--- config.mk ---
export PLATFORM = sky130hd
export DESIGN_NAME = wb_arbiter_rr_timeout
export DESIGN_NICKNAME = d
export VERILOG_FILES = /design/src/rtl/wb_arbiter_rr_timeout.sv
export SDC_FILE = /design/constraint.sdc
export NUM_CORES = 1
export LEC_CHECK = 0
export BUFFER_PORTS_ARGS = -buffer_cell sky130_fd_sc_hd__buf_2
export CAP_MARGIN = 25
export CORE_AREA = 2 2 208 210
export CTS_CLUSTER_SIZE = 24
export DETAILED_ROUTE_END_ITERATION = 7
export DIE_AREA = 0 0 210 212
export PLACE_DENSITY_LB_ADDON = 0.15
export SLEW_MARGIN = 20
export SYNTH_ARGS = -nofsm -noshare
export SYNTH_HDL_FRONTEND = slang
export SYNTH_SLANG_ARGS = --single-unit
--- constraint.sdc ---
create_clock -name clk -period 1.8 [get_ports clk]
set_input_delay 0.09 -clock clk [delete_from_list [all_inputs] [get_ports clk]]
set_output_delay 0.09 -clock clk [all_outputs]
set_load 0.03 [all_outputs]
--- src/rtl/wb_arbiter_rr_timeout.sv ---
// Round-robin Wishbone arbiter sharing one slave port among M_COUNT masters,
// with a watchdog that ends a stalled strobe with a one-cycle error.
module wb_arbiter_rr_timeout #(
    parameter int unsigned M_COUNT      = 4,
    parameter int unsigned DATA_WIDTH   = 32,
    parameter int unsigned ADDR_WIDTH   = 32,
    parameter int unsigned SELECT_WIDTH = DATA_WIDTH / 8,
    parameter int unsigned TIMEOUT      = 16,
    localparam int unsigned CL_M_COUNT  = $clog2(M_COUNT)
) (
    input  logic                            clk,
    input  logic                            rst,
    input  logic [M_COUNT*ADDR_WIDTH-1:0]   wbm_adr_i,
    input  logic [M_COUNT*DATA_WIDTH-1:0]   wbm_dat_i,
    output logic [M_COUNT*DATA_WIDTH-1:0]   wbm_dat_o,
    input  logic [M_COUNT-1:0]              wbm_we_i,
    input  logic [M_COUNT*SELECT_WIDTH-1:0] wbm_sel_i,
    input  logic [M_COUNT-1:0]              wbm_stb_i,
    output logic [M_COUNT-1:0]              wbm_ack_o,
    output logic [M_COUNT-1:0]              wbm_err_o,
    output logic [M_COUNT-1:0]              wbm_rty_o,
    input  logic [M_COUNT-1:0]              wbm_cyc_i,
    output logic [ADDR_WIDTH-1:0]           wbs_adr_o,
    input  logic [DATA_WIDTH-1:0]           wbs_dat_i,
    output logic [DATA_WIDTH-1:0]           wbs_dat_o,
    output logic                            wbs_we_o,
    output logic [SELECT_WIDTH-1:0]         wbs_sel_o,
    output logic                            wbs_stb_o,
    input  logic                            wbs_ack_i,
    input  logic                            wbs_err_i,
    input  logic                            wbs_rty_i,
    output logic                            wbs_cyc_o,
    output logic [M_COUNT-1:0]              grant_o,
    output logic                            timeout_o
);

    localparam int unsigned CntW = (TIMEOUT > 0) ? $clog2(TIMEOUT + 1) : 1;
    localparam logic [CntW-1:0] CntLast = CntW'((TIMEOUT > 0) ? TIMEOUT - 1 : 0);
    localparam logic [CntW-1:0] CntMax = CntW'(TIMEOUT);
    localparam logic [CL_M_COUNT-1:0] LastReset = CL_M_COUNT'(M_COUNT - 1);
    localparam bit WdEn = (TIMEOUT > 0);

    logic                  r_grant_valid, w_grant_valid_nxt;
    logic [CL_M_COUNT-1:0] r_grant_idx, w_grant_idx_nxt;
    logic [CL_M_COUNT-1:0] r_last_idx, w_last_idx_nxt;
    logic [CntW-1:0]       r_to_cnt, w_to_cnt_nxt;
    logic                  r_to_err, w_to_err_nxt;

    logic                  w_req_found;
    logic [CL_M_COUNT-1:0] w_req_idx;
    logic [CL_M_COUNT-1:0] w_cand;
    logic                  w_term;
    logic                  w_stall;

    // Walk from farthest to nearest so the slot right after last_idx wins.
    always_comb begin
        w_req_found = 1'b0;
        w_req_idx   = '0;
        w_cand      = '0;
        for (int k = M_COUNT; k >= 1; k--) begin
            w_cand = CL_M_COUNT'((int'(r_last_idx) + k) % int'(M_COUNT));
            if (wbm_cyc_i[w_cand]) begin
                w_req_found = 1'b1;
                w_req_idx   = w_cand;
            end
        end
    end

    always_comb begin
        w_grant_valid_nxt = r_grant_valid;
        w_grant_idx_nxt   = r_grant_idx;
        w_last_idx_nxt    = r_last_idx;
        if (!r_grant_valid) begin
            if (w_req_found) begin
                w_grant_valid_nxt = 1'b1;
                w_grant_idx_nxt   = w_req_idx;
                w_last_idx_nxt    = w_req_idx;
            end
        end else if (!wbm_cyc_i[r_grant_idx]) begin
            w_grant_valid_nxt = 1'b0;
        end
    end

    assign w_term  = wbs_ack_i | wbs_err_i | wbs_rty_i;
    assign w_stall = wbs_stb_o & ~w_term;

    // wbs_stb_o is already masked by to_err, so the counter clears in the error cycle.
    always_comb begin
        w_to_cnt_nxt = '0;
        w_to_err_nxt = 1'b0;
        if (WdEn && w_stall) begin
            w_to_err_nxt = (r_to_cnt == CntLast);
            w_to_cnt_nxt = (r_to_cnt == CntMax) ? r_to_cnt : r_to_cnt + 1'b1;
        end
    end

    always_ff @(posedge clk or posedge rst) begin
        if (rst) begin
            r_grant_valid <= 1'b0;
            r_grant_idx   <= '0;
            r_last_idx    <= LastReset;
            r_to_cnt      <= '0;
            r_to_err      <= 1'b0;
        end else begin
            r_grant_valid <= w_grant_valid_nxt;
            r_grant_idx   <= w_grant_idx_nxt;
            r_last_idx    <= w_last_idx_nxt;
            r_to_cnt      <= w_to_cnt_nxt;
            r_to_err      <= w_to_err_nxt;
        end
    end

    always_comb begin
        wbs_adr_o = '0;
        wbs_dat_o = '0;
        wbs_we_o  = 1'b0;
        wbs_sel_o = '0;
        wbs_cyc_o = 1'b0;
        wbs_stb_o = 1'b0;
        if (r_grant_valid) begin
            wbs_adr_o = wbm_adr_i[r_grant_idx*ADDR_WIDTH +: ADDR_WIDTH];
            wbs_dat_o = wbm_dat_i[r_grant_idx*DATA_WIDTH +: DATA_WIDTH];
            wbs_we_o  = wbm_we_i[r_grant_idx];
            wbs_sel_o = wbm_sel_i[r_grant_idx*SELECT_WIDTH +: SELECT_WIDTH];
            wbs_cyc_o = wbm_cyc_i[r_grant_idx] & ~r_to_err;
            wbs_stb_o = wbm_stb_i[r_grant_idx] & ~r_to_err;
        end
    end

    // During the watchdog cycle the slave's own response is dropped.
    always_comb begin
        wbm_ack_o = '0;
        wbm_err_o = '0;
        wbm_rty_o = '0;
        grant_o   = '0;
        if (r_grant_valid) begin
            wbm_ack_o[r_grant_idx] = wbs_ack_i & ~r_to_err;
            wbm_rty_o[r_grant_idx] = wbs_rty_i & ~r_to_err;
            wbm_err_o[r_grant_idx] = (wbs_err_i & ~r_to_err) | r_to_err;
            grant_o[r_grant_idx]   = 1'b1;
        end
    end

    assign wbm_dat_o = rst ? '0 : {M_COUNT{wbs_dat_i}};
    assign timeout_o = r_to_err;

endmodule

# Word-level counts from Yosys, hierarchy flattened
# Index checks and enable logic that the tools add are counted.
# totals
mem_bits_rw,0
latchBits,0
out_inout_bits,216
input_bits,321
regBits,11
mem_count,0
elab_cells,80
mem_bits_ro,0
# op_classes
n_eq_ne,3
n_div,0
n_reduce_logical,2
add_sub_neg,5
bitwise_logic,15
n_lt_le_gt_ge,6
shift,3
mul,0
muxes,41
# ops
operator,count
$shiftx A128 B8 Y32,2
$mux W128,1
$mux W32,2
$mux W4,5
$mux W1,19
$shiftx A16 B5 Y4,1
$lt A2 B3 Y1 const B,5
$bmux W1 S2,7
$and A4 B4 Y4,3
$mux W5,2
$mux W2,4
$and A1 B1 Y1,6
$add A5 B1 Y5 const B,1
$eq A5 B4 Y1 const B,1
$eq A5 B5 Y1 const B,1
$add A2 B1 Y2 const B,2
$add A2 B2 Y2 const B,2
$not A1 Y1,3
$or A1 B1 Y1,3
$demux W1 S2,1
$ge A2 B1 Y1 const B,1
$ne A2 B2 Y1 const B,1
$reduce_and A2 Y1,1
$logic_and A1 B1 Y1,1

# Depth between registers and ports, before layout
# Gate-level depths: netlist (run 1).
# logic_depth
word_depth,9
depth_mapped,5
mapped_depth_nobuf,5

# Worst setup path before layout (run 1)
# Ideal clock, no wire load.
# synth_timing
path_kind,flip-flop to output port
start,register r_grant_idx[0]
end,output port wbs_adr_o[0]
arrival_ns,1.460
path_buffers,3
path_slack_ns,0.250
required_time_ns,1.710
stages_incl_launch_ff,6
path_cell_list,dfrtp_1 > buf_6 > buf_12 > buf_12 > mux4_2 > and2_1
# synth_between
elab_chain_len,2
# synth_lines
item,line_no,source
start: declaration,44,"logic [CL_M_COUNT-1:0] r_grant_idx, w_grant_idx_nxt;"
start signal: assignment,106,r_grant_idx <= w_grant_idx_nxt;
$shiftx A128 B8 Y32,121,wbs_adr_o = wbm_adr_i[r_grant_idx*ADDR_WIDTH +: ADDR_WIDTH];
$mux W32,120,if (r_grant_valid) begin
end: declaration,23,"output logic [ADDR_WIDTH-1:0] wbs_adr_o,"
# No other way between the ends.

# Worst setup path after layout (run 1)
# layout_timing
start,register r_grant_idx[0]
end,output port wbs_dat_o[21]
# layout_between
elab_chain_len,2
# layout_lines
item,line_no,source
$shiftx A128 B8 Y32,122,wbs_dat_o = wbm_dat_i[r_grant_idx*DATA_WIDTH +: DATA_WIDTH];
$mux W32,120,
end: declaration,25,"output logic [DATA_WIDTH-1:0] wbs_dat_o,"
# No other way between the ends.

==> results of run 1 <==
[kinds of logic after synthesis]
logic type               after synthesis
AO/OA/AOI/OAI                         13
XOR/XNOR                               3
flip-flops                            11
multiplexers                          72
buffers and inverters                136
adder cells (fa/ha/maj)                3
AND/OR/NAND/NOR                      147
[repair_timing]
item,CTS,global route
endpoints found under the setup margin,77,80
resized for setup,149,9
gates cloned,2,3
pin swaps,2,3
setup buffers,3,0
[metrics by stage]
step | cells | cell area [um2] | hold slack (ns) | util [%]
3_5_place_dp | 1358 | 6490 | 0.476 | 15.3
4_1_cts | 1366 | 7080 | 0.219 | 16.6
5_1_grt | 1370 | 7170 | 0.282 | 16.9
3_3_place_gp | 1358 | 6490 | 0.478 | 15.3
2_1_floorplan | 385 | 3880 | 0.154 | -
6_report | 1370 | 7170 | 0.175 | 16.9
[critical path: cells and delay by family (launching register included)]
kind                   cells  cell delay, ns
buffers and inverters      3            0.50
DFF                        1            0.43
muxes                      1            0.50
and+or+nand+nor            1            0.18
[sequential cells by signal (all words and copies together) (netlist names)]
signal         flops
r_grant_idx        2
r_grant_valid      1
timeout_o          1
r_to_cnt           5
r_last_idx         2
[path summary, 6_finish.rpt]
check / cells past startpoint / end / from / slack, ns
max in group asynchronous: 2 / r_grant_idx[0]$_DFFE_PP0P_ / rst / 1.26
setup reg to reg: 4 / r_to_cnt[2]$_DFFE_PP0P_ / r_grant_idx[0]$_DFFE_PP0P_ / 0.26
hold / removal: 2 / r_to_cnt[4]$_DFFE_PP0P_ / rst / 0.17
setup / recovery: 5 / wbs_dat_o[21] / r_grant_idx[0]$_DFFE_PP0P_ / -0.16
hold reg to reg: 2 / r_last_idx[1]$_DFFE_PP1P_ / r_last_idx[1]$_DFFE_PP1P_ / 0.49
min in group clk: 4 / r_last_idx[1]$_DFFE_PP1P_ / wbm_cyc_i[1] / 0.22
[power groups by stage]
stage	clock network, uW	registers (uW)	logic [uW]
2_1_floorplan	0	371	6150
3_3_place_gp	0	531	8110
3_5_place_dp	0	526	8050
4_1_cts	425	473	9850
5_1_grt	436	492	10500
6_report	413	468	9940
[final cells by class]
cell class,count,share of cell area [%]
Timing Repair Buffer,558,46.7
Tap cell,546,9.53
Clock buffer,4,1.10
Inverter,12,0.628
Multi-Input combinational cell,238,38.0
Sequential cell,11,4.00
Antenna cell,1,0.0349
[placed cells by master (no fill, tap or decap), types with 2 or more instances in the layout]
master / count
xnor2_1: 2
and2_1: 26
nand3_1: 4
nand2b_1: 3
dfrtp_4: 2
nand2_1: 6
clkbuf_16: 6
o21ai_0: 3
dfrtp_1: 6
and2_4: 45
ha_1: 3
clkbuf_4: 2
a21oi_1: 4
buf_2: 484
buf_16: 3
dfstp_2: 2
mux4_2: 71
nor3_1: 3
nor2b_1: 34
nor2_1: 21
inv_1: 11
buf_4: 10
nand3b_1: 2
buf_8: 2
buf_12: 5
buf_6: 49
[per-layer routing]
layer	share of wire (%)	vias to the layer above	routed length [um]
li1	-	2149	-
met5	0.086	-	18
met4	1.2	2	252
met1	38	2230	8090
met3	7.0	12	1480
met2	53	227	11200
==> report_table.html, run 1 <==
<table>
<tr><th>Metric</th><th>Value</th></tr>
<tr><th colspan="2">Global route</th></tr>
<tr><td>Grt total ovfl</td><td>0</td></tr>
<tr><td>Busiest layer in global routing</td><td>met2</td></tr>
<tr><td>Total track usage</td><td>8.17%</td></tr>
<tr><td>Routing usage on met3</td><td>1.65%</td></tr>
<tr><td>Via count of the first global-routing pass</td><td>4,473</td></tr>
<tr><td>First-pass GRT wire length</td><td>27,900 um</td></tr>
<tr><td>Maximum number of pins on one net before global-route repair</td><td>65</td></tr>
<tr><td>Fraction of met1 tracks used by global routing</td><td>10.0%</td></tr>
<tr><td>Number of antenna violations at the first check in global routing</td><td>2</td></tr>
<tr><td>Global Route met2 Usage</td><td>14.7%</td></tr>
<tr><th colspan="2">Outcome</th></tr>
<tr><td>Result of the run</td><td>finished with violations</td></tr>
<tr><td>Failing checks</td><td>negative setup slack</td></tr>
<tr><th colspan="2">Pwr</th></tr>
<tr><td>Ratio of total power to cell area</td><td>1510 nW/um2</td></tr>
<tr><td>Internal Dissipation</td><td>5510 uW</td></tr>
<tr><td>Part of the power in the clock network</td><td>3.8%</td></tr>
<tr><td>Worst IR Drop VDD</td><td>709 uV</td></tr>
<tr><td>Total Power</td><td>10,800 uW</td></tr>
<tr><td>Sequential cell fraction of total power</td><td>4.3%</td></tr>
<tr><td>Leakage power of the design</td><td>0.00369 uW</td></tr>
<tr><td>Fraction of power consumed by combinational cells</td><td>91.9%</td></tr>
<tr><td>Switching Share</td><td>49.1%</td></tr>
<tr><td>Power dissipated by switching net loads</td><td>5310 uW</td></tr>
<tr><th colspan="2">Logic synthesis</th></tr>
<tr><td>Most used standard cells in the synthesized netlist</td><td>buf_4, and2_1, mux4_2</td></tr>
<tr><td>Synthesized-area fraction occupied by ao, oa, aoi and oai cells</td><td>2.13%</td></tr>
<tr><td>Synth async-reset ratio</td><td>100%</td></tr>
<tr><td>Portion of synthesized cell area occupied by the leading cell type</td><td>40.0%</td></tr>
<tr><td>Commonest register cell after synthesis</td><td>dfrtp_1</td></tr>
<tr><td>Flip-flop and latch count after synthesis</td><td>11</td></tr>
<tr><td>Post-Synth XOR/XNOR Area</td><td>0.676%</td></tr>
<tr><td>Adder-cell share of the synthesized area</td><td>0.966%</td></tr>
<tr><td>Multiplexer area fraction after synthesis</td><td>41.6%</td></tr>
<tr><td>Combinational family with the most area after synthesis</td><td>multiplexers</td></tr>
<tr><td>Simple-Gate Fraction of Synth Area</td><td>22.0%</td></tr>
<tr><td>Most area-hungry cell type in the Yosys netlist</td><td>mux4_2</td></tr>
<tr><td>Part of the Yosys area used for sequential elements</td><td>7.15%</td></tr>
<tr><td>Post-Syn Nets</td><td>709</td></tr>
<tr><td>Count of different cell masters after synthesis</td><td>33</td></tr>
<tr><td>Gate count after technology mapping</td><td>385</td></tr>
<tr><td>Biggest area contributors in the synthesized netlist</td><td>mux4_2, buf_4, and2_1</td></tr>
<tr><td>EDFF count, synth</td><td>0</td></tr>
<tr><td>Per-instance average area after synthesis</td><td>10.1 um2</td></tr>
<tr><td>Synthesis Warnings</td><td>0</td></tr>
<tr><td>Most frequent cell after synthesis</td><td>buf_4</td></tr>
<tr><td>Mapped Area</td><td>3880 um2</td></tr>
<tr><th colspan="2">Floorplan</th></tr>
<tr><td>Die area</td><td>44,500 um2</td></tr>
<tr><td>Initial Utilization</td><td>9.14%</td></tr>
<tr><td>Number of core rows</td><td>76</td></tr>
<tr><td>Die width</td><td>210 um</td></tr>
<tr><td>Ports placed on the boundary</td><td>537</td></tr>
<tr><td>Area inside the core boundary</td><td>42,500 um2</td></tr>
<tr><td>Die Height</td><td>212 um</td></tr>
<tr><th colspan="2">Layout</th></tr>
<tr><td>Area growth syn-to-layout</td><td>84.6%</td></tr>
<tr><td>Layout fillers</td><td>4,829</td></tr>
<tr><td>Number of nets at the end of the flow</td><td>1,148</td></tr>
<tr><td>Layout cell share with drive strength beyond 1</td><td>83.2%</td></tr>
<tr><td>Register cell area after layout</td><td>287 um2</td></tr>
<tr><td>Area taken by multi-input logic gates</td><td>2720 um2</td></tr>
<tr><th colspan="2">Clock network</th></tr>
<tr><td>Number of buffers inserted during clock tree synthesis</td><td>3</td></tr>
<tr><td>Quantity of hold-fixing buffers added after cts</td><td>0</td></tr>
<tr><td>Clock network latency to the later pin of the worst-skew pair</td><td>0.24 ns</td></tr>
<tr><td>Clk buf depth</td><td>2</td></tr>
<tr><td>Clock transition at the registers of the reported paths</td><td>0.04 ns</td></tr>
<tr><td>Max H-tree Level</td><td>1</td></tr>
<tr><td>CTS tree</td><td>yes</td></tr>
<tr><td>CTS Root Buffer Type</td><td>clkbuf_16</td></tr>
<tr><td>Sinks on Clock Net</td><td>11</td></tr>
<tr><th colspan="2">Critical path</th></tr>
<tr><td>Highest-delay cell along the critical path</td><td>mux4_2</td></tr>
<tr><td>Kind of end point of the critical path</td><td>primary output</td></tr>
<tr><td>Worst path cell trace</td><td>buf_12, clkbuf_16, mux4_2, and2_4, buf_6</td></tr>
<tr><td>Path type of the worst setup path</td><td>reg -&gt; out</td></tr>
<tr><td>Data arrival time at the worst-slack endpoint</td><td>1.87 ns</td></tr>
<tr><td>CP peak stage delay</td><td>0.50 ns</td></tr>
<tr><td>Required time of the critical path</td><td>1.71 ns</td></tr>
<tr><td>Maximum fanout count along the critical path</td><td>8</td></tr>
<tr><td>Crit start category</td><td>register</td></tr>
<tr><th colspan="2">Place</th></tr>
<tr><td>Post-detail-place hpwl</td><td>18,300 um</td></tr>
<tr><td>Routability Congestion</td><td>0.759</td></tr>
<tr><td>Dpl ws</td><td>0.0300 ns</td></tr>
<tr><td>Count of input and output buffers</td><td>536</td></tr>
<tr><th colspan="2">Drt</th></tr>
<tr><td>Vias per Instance</td><td>3.37</td></tr>
<tr><td>First DRT Iteration DRCs</td><td>181</td></tr>
<tr><td>Vias</td><td>4,620</td></tr>
<tr><td>Number of design rule violations left after detail routing</td><td>0</td></tr>
<tr><td>Final WL</td><td>21,000 um</td></tr>
<tr><td>Per-cell routed wire length</td><td>15.3 um</td></tr>
<tr><td>Routed Antenna Nets</td><td>0</td></tr>
<tr><td>First-pass detailed-route iteration total</td><td>4</td></tr>
<tr><th colspan="2">STA</th></tr>
<tr><td>Rel. slew slack</td><td>60.1%</td></tr>
<tr><td>Final setup skew</td><td>0.00156 ns</td></tr>
<tr><td>Final count of hold timing violations</td><td>0</td></tr>
<tr><td>Actual transition at the worst max-transition pin</td><td>0.598 ns</td></tr>
<tr><td>Setup-violating endpoint count in the final report</td><td>68</td></tr>
<tr><td>Final clock period utilization by the worst path</td><td>109%</td></tr>
<tr><td>Setup repair after global routing missed its margin</td><td>true</td></tr>
<tr><td>Worst setup margin</td><td>-0.155 ns</td></tr>
<tr><td>Total negative slack</td><td>-7.79 ns</td></tr>
<tr><td>Slew Limit Fails</td><td>0</td></tr>
<tr><td>Shortest period the worst path allows</td><td>1.96 ns</td></tr>
<tr><td>F_max</td><td>511 MHz</td></tr>
<tr><th colspan="2">Hold path</th></tr>
<tr><td>Class of the worst hold path</td><td>in -&gt; async</td></tr>
<tr><th colspan="2">Job</th></tr>
<tr><td>Reported max-cap violation count</td><td>0</td></tr>
</table>
No activity file was read; power rests on OpenSTA's default activity.
==> inputs of run 2 (changes only) <==
--- a/config.mk
+++ b/config.mk
@@ -11,7 +11,7 @@
 export CTS_CLUSTER_SIZE = 24
 export DETAILED_ROUTE_END_ITERATION = 7
 export DIE_AREA = 0 0 210 212
-export PLACE_DENSITY_LB_ADDON = 0.15
+export PLACE_DENSITY = 0.44
 export SLEW_MARGIN = 20
 export SYNTH_ARGS = -nofsm -noshare
 export SYNTH_HDL_FRONTEND = slang
==> run 2 against run 1 <==
Effect of this change: the flow still finishes with violations (negative setup slack); die area did not move; register-to-register slack got worse by 0.13 ns; setup slack worse by 0.042 ns; maximum frequency down 2.1%; non-clock buffer count increased by 14; critical endpoint is now wbs_dat_o[28].
==> report_table.html, run 2 (synthesized netlist as in run 1, its figures left out) <==
<table>
<tr><th>Metric</th><th>Value</th></tr>
<tr><th colspan="2">Outcome</th></tr>
<tr><td>Result of the run</td><td>finished with violations</td></tr>
<tr><td>Failing checks</td><td>negative setup slack</td></tr>
<tr><th colspan="2">Layout</th></tr>
<tr><td>Most common cell after layout, fill and taps aside</td><td>buf_2</td></tr>
<tr><td>Cell Count, Final, Fillers Out</td><td>1,384 (+1.0%)</td></tr>
<tr><td>Largest register FFs</td><td>5 (unchanged)</td></tr>
<tr><td>Largest registers</td><td>r_to_cnt: 5 flops, r_grant_idx: 2 flops, r_last_idx: 2 flops</td></tr>
<tr><td>Leading cell types in the layout, fill and taps excluded</td><td>buf_2, buf_6, mux4_2</td></tr>
<tr><td>Utilization of the core after routing</td><td>17.6% (+0.69 points)</td></tr>
<tr><td>Register bank with the most flops</td><td>r_to_cnt</td></tr>
<tr><td>Layout cell share with drive strength beyond 1</td><td>85.3% (+2.1 points)</td></tr>
<tr><td>Area growth syn-to-layout</td><td>92.1%</td></tr>
<tr><td>Number of nets at the end of the flow</td><td>1,162 (+1.2%)</td></tr>
<tr><th colspan="2">Clock network</th></tr>
<tr><td>Clock network latency to the later pin of the worst-skew pair</td><td>0.25 ns (about the same)</td></tr>
<tr><td>Clk buf depth</td><td>2 (unchanged)</td></tr>
<tr><td>Number of buffers inserted during clock tree synthesis</td><td>3 (unchanged)</td></tr>
<tr><td>Clock transition at the registers of the reported paths</td><td>0.04 ns (about the same)</td></tr>
<tr><td>Sinks on Clock Net</td><td>11 (unchanged)</td></tr>
<tr><td>Quantity of hold-fixing buffers added after cts</td><td>0 (unchanged)</td></tr>
<tr><td>Max H-tree Level</td><td>1 (unchanged)</td></tr>
<tr><td>CTS tree</td><td>yes</td></tr>
<tr><td>CTS Root Buffer Type</td><td>clkbuf_16</td></tr>
<tr><th colspan="2">Hold path</th></tr>
<tr><td>Class of the worst hold path</td><td>in -&gt; async</td></tr>
<tr><th colspan="2">Global route</th></tr>
<tr><td>Number of antenna violations at the first check in global routing</td><td>4 (+2)</td></tr>
<tr><td>Grt total ovfl</td><td>0 (unchanged)</td></tr>
<tr><td>First-pass GRT wire length</td><td>26,500 um (-4.9%)</td></tr>
<tr><td>Via count of the first global-routing pass</td><td>4,469 (-0.089%)</td></tr>
<tr><td>Total track usage</td><td>7.75% (-0.42 points)</td></tr>
<tr><td>Maximum number of pins on one net before global-route repair</td><td>57 (-12%)</td></tr>
<tr><th colspan="2">STA</th></tr>
<tr><td>Total negative slack</td><td>-9.69 ns (-1.90 ns)</td></tr>
<tr><td>Final count of hold timing violations</td><td>0 (unchanged)</td></tr>
<tr><td>Final clock period utilization by the worst path</td><td>111% (+2.4 points)</td></tr>
<tr><td>F_max</td><td>501 MHz (-2.1%)</td></tr>
<tr><td>Worst Hold Margin</td><td>0.160 ns (-0.0148 ns)</td></tr>
<tr><td>Shortest period the worst path allows</td><td>2.00 ns (+0.0425 ns)</td></tr>
<tr><td>Rel. slew slack</td><td>60.9% (+0.71 points)</td></tr>
<tr><td>Setup-violating endpoint count in the final report</td><td>79 (+16%)</td></tr>
<tr><td>Setup repair after global routing missed its margin</td><td>true</td></tr>
<tr><td>Slew Limit Fails</td><td>0 (unchanged)</td></tr>
<tr><td>Worst setup margin</td><td>-0.198 ns (-0.0425 ns)</td></tr>
<tr><td>Final setup skew</td><td>0.000990 ns (-0.000567 ns)</td></tr>
<tr><td>Actual transition at the worst max-transition pin</td><td>0.587 ns (-0.0106 ns)</td></tr>
<tr><th colspan="2">Pwr</th></tr>
<tr><td>Worst IR Drop VDD</td><td>813 uV (+15%)</td></tr>
<tr><td>Leakage power of the design</td><td>0.00382 uW (+3.6%)</td></tr>
<tr><td>Ratio of total power to cell area</td><td>1560 nW/um2 (+3.2%)</td></tr>
<tr><th colspan="2">Critical path</th></tr>
<tr><td>Kind of end point of the critical path</td><td>primary output</td></tr>
<tr><td>Path type of the worst setup path</td><td>reg -&gt; out</td></tr>
<tr><td>Worst path cell trace</td><td>buf_12, buf_4, buf_8, mux4_2, and2_4, buf_6</td></tr>
<tr><td>Buffers plus inverters on the worst setup path</td><td>4 (+1)</td></tr>
<tr><td>Worst flop-to-flop path startpoint</td><td>r_grant_idx[0]$_DFFE_PP0P_</td></tr>
<tr><td>Crit start category</td><td>register</td></tr>
<tr><td>Maximum fanout count along the critical path</td><td>8 (unchanged)</td></tr>
<tr><td>Launch point of the critical path</td><td>r_grant_idx[0]$_DFFE_PP0P_</td></tr>
<tr><td>Highest-delay cell along the critical path</td><td>dfrtp_4</td></tr>
<tr><td>Cell family contributing the most delay on the critical path</td><td>buffers and inverters</td></tr>
<tr><td>Data arrival time at the worst-slack endpoint</td><td>1.91 ns (+0.04 ns)</td></tr>
<tr><td>Required time of the critical path</td><td>1.71 ns (about the same)</td></tr>
<tr><td>CP peak stage delay</td><td>0.49 ns (about the same)</td></tr>
<tr><th colspan="2">Drt</th></tr>
<tr><td>Final WL</td><td>19,900 um (-5.3%)</td></tr>
<tr><td>Number of design rule violations left after detail routing</td><td>0 (unchanged)</td></tr>
<tr><td>First DRT Iteration DRCs</td><td>237 (+31%)</td></tr>
<tr><td>Per-cell routed wire length</td><td>14.4 um (-6.2%)</td></tr>
<tr><td>Vias</td><td>4,749 (+2.8%)</td></tr>
<tr><td>First-pass detailed-route iteration total</td><td>4 (unchanged)</td></tr>
<tr><td>Routed Antenna Nets</td><td>0 (unchanged)</td></tr>
<tr><td>Vias per Instance</td><td>3.43 (+1.8%)</td></tr>
<tr><th colspan="2">Floorplan</th></tr>
<tr><td>Die Height</td><td>212 um (unchanged)</td></tr>
<tr><td>Die width</td><td>210 um (unchanged)</td></tr>
<tr><td>Area inside the core boundary</td><td>42,500 um2 (unchanged)</td></tr>
<tr><td>Die area</td><td>44,500 um2 (unchanged)</td></tr>
<tr><td>Number of core rows</td><td>76 (unchanged)</td></tr>
<tr><td>Initial Utilization</td><td>9.14% (unchanged)</td></tr>
<tr><td>Ports placed on the boundary</td><td>537 (unchanged)</td></tr>
<tr><th colspan="2">Place</th></tr>
<tr><td>Cell total after placement</td><td>1,364 (+0.44%)</td></tr>
<tr><td>Post-detail-place hpwl</td><td>16,900 um (-7.3%)</td></tr>
<tr><td>Count of input and output buffers</td><td>536 (unchanged)</td></tr>
<tr><td>Dpl ws</td><td>-0.0257 ns (-0.0556 ns)</td></tr>
<tr><td>Routability Congestion</td><td>0.737 (-3.0%)</td></tr>
<tr><th colspan="2">Job</th></tr>
<tr><td>Reported max-cap violation count</td><td>0 (unchanged)</td></tr>
</table>
-- run 2: changes by cell type in the layout (fill, tap and decap cells not counted), sizes merged --
cell    previous run  this run
clkinv             0         1
clkbuf             9         4
buf              553       571
-- run 2: layout make-up --
class,count,area (um2)
clock buffers,3,75.1
inverters,12,45.0
well taps,546,683
repair buffers,572,3590
diodes,1,2.50
flip-flops and latches,11,287
multi-input cells,238,2780
fillers,4771,35000
clock inverters,1,5.00
-- run 2: report_power, final --
| part | switching [uW] | internal, uW | total, uW | leakage [uW] |
|---|---|---|---|---|
| clock | 123 | 295 | 418 | 0.0000409 |
| combinational | 5220 | 5480 | 10700 | 0.00364 |
| sequential | 160 | 343 | 503 | 0.000137 |
| total | 5500 | 6120 | 11600 | 0.00382 |
-- run 2: stage by stage --
stage / cell area [um2] / power, uW
after floorplan: 3880 / 6520
after global placement: 6540 / 8680
after detailed placement: 6540 / 8700
after CTS: 7200 / 11000
after global routing: 7460 / 12300
final: 7460 / 11600
-- run 2: worst paths after layout --
| check | end | slack [ns] | cells after the start |
|---|---|---|---|
| min in group clk | timeout_o$_DFF_PP0_ | 0.20 | 4 |
| worst min register to register | r_last_idx[1]$_DFFE_PP1P_ | 0.49 | 2 |
| worst min-delay path | r_to_cnt[4]$_DFFE_PP0P_ | 0.16 | 2 |
| max in group asynchronous | r_grant_idx[0]$_DFFE_PP0P_ | 1.28 | 2 |
| worst max-delay path | wbs_dat_o[28] | -0.20 | 6 |
| worst max register to register | r_to_cnt[2]$_DFFE_PP0P_ | 0.13 | 6 |
-- run 2: repair_timing --
| action | in CTS | in global routing |
|---|---|---|
| cloned | 2 | 1 |
| pin swaps | 5 | 9 |
| setup buffers | 9 | 4 |
| endpoints found under the setup margin | 78 | 88 |
| gates resized for setup | 151 | 77 |
-- run 2: layer usage --
metal  vias to the layer above  GRT usage, %  routed length (um)
li1                       2179             -                   -
met1                      2317          10.1                8160
met2                       234          13.6               10400
met3                        17          1.02                1190
met4                         2          1.54                 189
met5                         -             0                  10
